### src/rtl/obi_data_arbiter.sv
// OBI data-channel arbiter: N masters share one slave port. Address-phase
// winner is chosen by fixed priority or round-robin and held stable while the
// slave stalls. A small FIFO of winner indices routes each in-order response
// back to the master that issued the transfer.
//
// Handshake: a transfer is accepted on a cycle where s_req_o && s_gnt_i; the
// winning master sees m_gnt_o in that same cycle. A response is delivered on a
// cycle where s_rvalid_i is high and at least one transfer is outstanding;
// there is no backpressure on the response channel.
module obi_data_arbiter #(
  parameter int NUM_MASTERS     = 2,
  parameter int ADDR_WIDTH      = 32,
  parameter int DATA_WIDTH      = 32,
  parameter int MAX_OUTSTANDING = 2,
  parameter int ARB_MODE        = 1
) (
  input  logic                                clk_i,
  input  logic                                rst_i,
  input  logic [NUM_MASTERS-1:0]              m_req_i,
  input  logic [NUM_MASTERS*ADDR_WIDTH-1:0]   m_addr_i,
  input  logic [NUM_MASTERS-1:0]              m_we_i,
  input  logic [NUM_MASTERS*DATA_WIDTH/8-1:0] m_be_i,
  input  logic [NUM_MASTERS*DATA_WIDTH-1:0]   m_wdata_i,
  output logic [NUM_MASTERS-1:0]              m_gnt_o,
  output logic [NUM_MASTERS-1:0]              m_rvalid_o,
  output logic [NUM_MASTERS*DATA_WIDTH-1:0]   m_rdata_o,
  output logic                                s_req_o,
  output logic [ADDR_WIDTH-1:0]               s_addr_o,
  output logic                                s_we_o,
  output logic [DATA_WIDTH/8-1:0]             s_be_o,
  output logic [DATA_WIDTH-1:0]               s_wdata_o,
  input  logic                                s_gnt_i,
  input  logic                                s_rvalid_i,
  input  logic [DATA_WIDTH-1:0]               s_rdata_i,
  output logic [$clog2(MAX_OUTSTANDING+1)-1:0] outstanding_o,
  output logic                                resp_err_o
);

  localparam int IW = $clog2(NUM_MASTERS);
  localparam int CW = $clog2(MAX_OUTSTANDING + 1);
  localparam int PW = (MAX_OUTSTANDING > 1) ? $clog2(MAX_OUTSTANDING) : 1;
  localparam int BW = DATA_WIDTH / 8;

  // Architectural state
  logic [IW-1:0] rr_ptr_q;
  logic          lock_q;
  logic [IW-1:0] lock_idx_q;
  logic [IW-1:0] fifo_mem [MAX_OUTSTANDING];
  logic [PW-1:0] wr_ptr_q;
  logic [PW-1:0] rd_ptr_q;
  logic [CW-1:0] count_q;
  logic          resp_err_q;

  // Derived control
  logic          any_req;
  logic [IW-1:0] winner;
  logic          accept;
  logic          push;
  logic          pop;
  logic          fifo_empty;
  logic [IW-1:0] head;

  // First requester at or after ptr, wrapping around the master list.
  function automatic logic [IW-1:0] rr_pick(input logic [NUM_MASTERS-1:0] req,
                                            input logic [IW-1:0] ptr);
    logic [IW-1:0] pick;
    logic          found;
    int            idx;
    pick  = '0;
    found = 1'b0;
    for (int k = 0; k < NUM_MASTERS; k++) begin
      idx = int'(ptr) + k;
      if (idx >= NUM_MASTERS) idx = idx - NUM_MASTERS;
      if (!found && req[idx]) begin
        pick  = IW'(idx);
        found = 1'b1;
      end
    end
    return pick;
  endfunction

  // Lowest requesting index wins.
  function automatic logic [IW-1:0] fixed_pick(input logic [NUM_MASTERS-1:0] req);
    logic [IW-1:0] pick;
    pick = '0;
    for (int i = NUM_MASTERS - 1; i >= 0; i--) begin
      if (req[i]) pick = IW'(i);
    end
    return pick;
  endfunction

  // Winner selection; a stalled (locked) master keeps the slot until granted.
  always_comb begin
    any_req = |m_req_i;
    if (lock_q && m_req_i[lock_idx_q]) begin
      winner = lock_idx_q;
    end else if (ARB_MODE == 1) begin
      winner = rr_pick(m_req_i, rr_ptr_q);
    end else begin
      winner = fixed_pick(m_req_i);
    end
  end

  // Request gating, acceptance and FIFO push/pop qualification.
  always_comb begin
    fifo_empty = (count_q == '0);
    s_req_o    = any_req && (count_q < CW'(MAX_OUTSTANDING));
    accept     = s_req_o && s_gnt_i;
    push       = accept;
    pop        = s_rvalid_i && !fifo_empty;
    head       = fifo_mem[rd_ptr_q];
  end

  // Slave request channel carries the winner's fields, zero when idle.
  always_comb begin
    s_addr_o  = '0;
    s_we_o    = 1'b0;
    s_be_o    = '0;
    s_wdata_o = '0;
    if (s_req_o) begin
      s_addr_o  = m_addr_i[winner*ADDR_WIDTH +: ADDR_WIDTH];
      s_we_o    = m_we_i[winner];
      s_be_o    = m_be_i[winner*BW +: BW];
      s_wdata_o = m_wdata_i[winner*DATA_WIDTH +: DATA_WIDTH];
    end
  end

  // Grant to the winner and response routing to the FIFO head.
  always_comb begin
    m_gnt_o    = '0;
    m_rvalid_o = '0;
    m_gnt_o[winner] = accept;
    if (!fifo_empty) m_rvalid_o[head] = s_rvalid_i;
    m_rdata_o  = {NUM_MASTERS{s_rdata_i}};
  end

  // Lock and round-robin pointer: lock when presenting but not granted.
  always_ff @(posedge clk_i) begin
    if (rst_i) begin
      lock_q     <= 1'b0;
      lock_idx_q <= '0;
      rr_ptr_q   <= '0;
    end else begin
      if (s_req_o && !s_gnt_i) begin
        lock_q     <= 1'b1;
        lock_idx_q <= winner;
      end else begin
        lock_q     <= 1'b0;
      end
      if (accept && (ARB_MODE == 1)) begin
        rr_ptr_q <= (winner == IW'(NUM_MASTERS - 1)) ? '0 : winner + 1'b1;
      end
    end
  end

  // Routing FIFO storage; entries need no reset since count gates reads.
  always_ff @(posedge clk_i) begin
    if (push) fifo_mem[wr_ptr_q] <= winner;
  end

  // FIFO pointers, occupancy and the sticky stray-response flag.
  always_ff @(posedge clk_i) begin
    if (rst_i) begin
      wr_ptr_q   <= '0;
      rd_ptr_q   <= '0;
      count_q    <= '0;
      resp_err_q <= 1'b0;
    end else begin
      if (push) wr_ptr_q <= (wr_ptr_q == PW'(MAX_OUTSTANDING - 1)) ? '0 : wr_ptr_q + 1'b1;
      if (pop)  rd_ptr_q <= (rd_ptr_q == PW'(MAX_OUTSTANDING - 1)) ? '0 : rd_ptr_q + 1'b1;
      case ({push, pop})
        2'b10:   count_q <= count_q + 1'b1;
        2'b01:   count_q <= count_q - 1'b1;
        default: count_q <= count_q;
      endcase
      if (s_rvalid_i && fifo_empty) resp_err_q <= 1'b1;
    end
  end

  assign outstanding_o = count_q;
  assign resp_err_o    = resp_err_q;

endmodule

### config.mk
export PLATFORM = sky130hd
export DESIGN_NAME = obi_data_arbiter
export DESIGN_NICKNAME = d
export VERILOG_FILES = /design/src/rtl/obi_data_arbiter.sv
export SDC_FILE = /design/constraint.sdc
export NUM_CORES = 1
export LEC_CHECK = 0
export BUFFER_PORTS_ARGS = -buffer_cell sky130_fd_sc_hd__buf_2
export CORE_AREA = 2 2 124 126
export CTS_CLUSTER_DIAMETER = 120
export DETAILED_ROUTE_END_ITERATION = 7
export DIE_AREA = 0 0 126 128
export GPL_TIMING_DRIVEN = 0
export MAX_ROUTING_LAYER = met4
export PLACE_DENSITY = 0.64
export SYNTH_ARGS = -nofsm -noshare
export SYNTH_HDL_FRONTEND = slang
export SYNTH_SLANG_ARGS = --single-unit
### constraint.sdc
create_clock -name clk_i -period 2.2 [get_ports clk_i]
set_input_delay 0.11 -clock clk_i [delete_from_list [all_inputs] [get_ports clk_i]]
set_output_delay 0.11 -clock clk_i [all_outputs]
set_load 0.005 [all_outputs]
==> results.md <==
- Register bit total from synthesis: 11
- Final #Nets: 978
- Num CTS Buffers: 3
- Internal reg-to-reg setup slack: 370 ps
- Via count: 4418
- Final setup TNS: 0 ps
- I/O pin total: 317
- Simple-Gate Fraction of Synth Area: 18.7%
- Worst reg2reg path depth: 5
- Unrepaired setup endpoints after global routing: no
- Tot Pwr: 2.49 mW
- Die Width: 126 um
- P&R area growth vs syn: 55.0%
- CORE AREA: 14900 sq um
- Wire per inst: 14.4 um
- DR pass1 iterations: 4
- Global-route wire length before repair: 20800 um
- Commonest non-fill, non-tap cell in the layout: buf_2
- Main flop type after synthesis: dfxtp_1
- Max Slew Vio Count: 0
- Status: finished, final reports clean
- H-tree depth: 1
- Post-synthesis xor/xnor area fraction: 0.835%
- Post-synthesis cell area: 3150 sq um
- Overflow left after global routing: 0
- Place WS: 254 ps
- Commonest cells after routing, fill and taps aside: buf_2, nand2_1, a21oi_1
- Clock Sinks: 11
- Critical path arrival: 1960 ps
- Max_slew headroom: 60.6%
- Worst-path maximum fanout: 10
- Post-synth net total: 693
- Cell leakage power: 2.64 nW
- Port bufs: 280
- Vias in the first global route: 4016
- Initial detailed-routing violation count: 139
- Worst setup EP type: primary output
- Top cells by area, synth: a21oi_1, o21ba_2, nand2_1, buf_4, dfxtp_1
- Tcrit/Tclk final: 94.1%
- Fillers: 1706
- Initial Utilization: 21.2%
- Reg2reg start: outstanding_o[0]
- Placed Cells incl. Taps: 984
- Antenna Nets Post-Route: 0
- Die ar.: 16100 sq um
- Number of flops mapped to enable cells by yosys: 2
- All-Layer GR Usage: 16.4%
- Hold Path Sink: resp_err_o
- Pwr Density: 511 nW/um^2
- Synth Area in Compound Gates: 47.5%
- Final Wtd Congestion: 0.835
- Max Clk Rate: 483 MHz
- DRC violations left: 0
- Slew @ Worst Pin: 591 ps
- Post-CTS Repair Setup Buffers: 0
- Initial antenna violation count: 4
- Mapped Cells: 516
- Final core utilization: 32.8%
- Layout cells sized above 1: 55.0%
- CTS tree: yes
- Routed wire length: 14300 um
- HPWL after DPL: 11500 um
- Die span in y: 128 um
- Hold Vio Cnt, Final: 0
- Max Buffers Root-to-Sink: 2
- Root buf cell: clkbuf_16
- CP startpoint kind: register
- Hold Startpoint: s_rvalid_i
- Hold Path Class: primary input to register
- Cell Rows: 45
- Post-Synth Adder-Cell Area: 0.398%
- R2R Path End: outstanding_o[1]
- Sequential area share after synthesis: 7.63%
- Area leader, netlist: a21oi_1
- Maxcap violations: 0
- Layout Cells excl Fill: 992
- Crit path kind: register to primary output
- Yosys top cell area share: 21.2%
- Worst VDD drop: 270 uV
- Post-synthesis mux area share: 1.39%
- Yosys warnings: 0
- Crit path time final: 2070 ps
- Asr flop ratio synth: 0%
- Crit path required time: 2090 ps
- Hold depth: 3
- Mean post-synth cell area: 6.10 sq um
- Unique masters post-synth: 29
- Worst Skew: 2.93 ps
- Largest net degree at the start of global routing: 11
- DR vias/cell: 4.45
- Clk_lat worst skew: 240 ps
- Setup ws final: 129 ps
- Main combinational cell family by area after synthesis: compound AO/OA/AOI/OAI gates
- Clock Pin Slew Worst Setup and Hold Paths: 40 ps
- Final Setup Violations: 0
==> cell usage after synthesis, types with 2 or more instances <==
| library cell | instances |
|---|---|
| nor2_1 | 8 |
| a21oi_2 | 10 |
| nand2_1 | 139 |
| a21oi_1 | 133 |
| or3_1 | 2 |
| and3_1 | 2 |
| o21ba_2 | 59 |
| buf_4 | 65 |
| edfxtp_1 | 2 |
| o21ai_0 | 4 |
| buf_2 | 15 |
| o21ba_1 | 10 |
| inv_1 | 5 |
| dfxtp_1 | 9 |
| clkbuf_1 | 38 |
| xor2_1 | 2 |
==> where the power goes <==
group | internal [mW] | switching (mW) | leakage, nW
Sequential | 0.256 | 0.0397 | 0.0931
Clock | 0.243 | 0.0918 | 0.0382
Combinational | 0.968 | 0.895 | 2.51
Total | 1.47 | 1.03 | 2.64
==> layout make-up <==
cell class                 count  area, sq um  share of cell area [%]
sequential                    11          240                    4.93
multi-input combinational    380         2170                    44.4
buffer                       120          727                    14.9
inverter                       5         18.8                   0.385
clock buffer                   4         78.8                    1.62
timing repair buffer         280         1400                    28.7
antenna                        4         10.0                   0.205
tap                          188          235                    4.82
==> how the worst max path moves through the flow <==
stage / startpoint / end / slack (ps) / cells past startpoint
after detailed placement: outstanding_o[1] / s_be_o[3] / 250 / 4
after CTS: lock_q / s_wdata_o[25] / 40 / 5
after global routing: lock_q / s_addr_o[17] / 9 / 5
after global placement: outstanding_o[1] / s_wdata_o[0] / 250 / 4
final: lock_q / s_wdata_o[24] / 130 / 5
after floorplan: outstanding_o[0] / outstanding_o[1] / 610 / 5
==> per-layer routing <==
layer	share of wire, %	track usage, %	vias up	wire (um)
li1	-	-	2243	-
met1	41	19.7	1955	5900
met2	50	29.3	210	7170
met3	7.9	2.67	10	1130
met4	0.91	2.91	0	131
met5	0	-	-	0
==> critical path, stage by stage (launching register included) <==
cell and delay, ps:
dfxtp_1 390, mux2i_4 440, clkbuf_1 370, a21oi_1 170, o21ba_2 220, buf_2 130
==> cell families after synthesis <==
group                    Yosys count
buffers and inverters            125
flip-flops                        11
adder cells (fa/ha/maj)            1
AO/OA/AOI/OAI                    220
AND/OR/NAND/NOR                  153
XOR/XNOR                           3
multiplexers                       3
==> flip-flops by register name (all words and copies together) (netlist names), named ones only <==
| register | flops |
|---|---|
| fifo_mem | 2 |
| outstanding_o | 2 |
| lock_idx_q | 1 |
| lock_q | 1 |
| rd_ptr_q | 1 |
| resp_err_o | 1 |
| rr_ptr_q | 1 |
| wr_ptr_q | 1 |
==> per-stage QoR <==
stage | cell area, sq um | hold slack (ps)
6_report | 4880 | 125
5_1_grt | 4880 | 164
4_1_cts | 4860 | 122
3_5_place_dp | 4780 | 370
3_3_place_gp | 4780 | 358
2_1_floorplan | 3150 | 249
==> what timing repair did <==
action                                  in CTS  in global routing
endpoints found under the setup margin       2                  8
gates resized for setup                      1                  7
hold buffers                                 0                  0
Note: power is estimated with default switching activity, not from simulation.
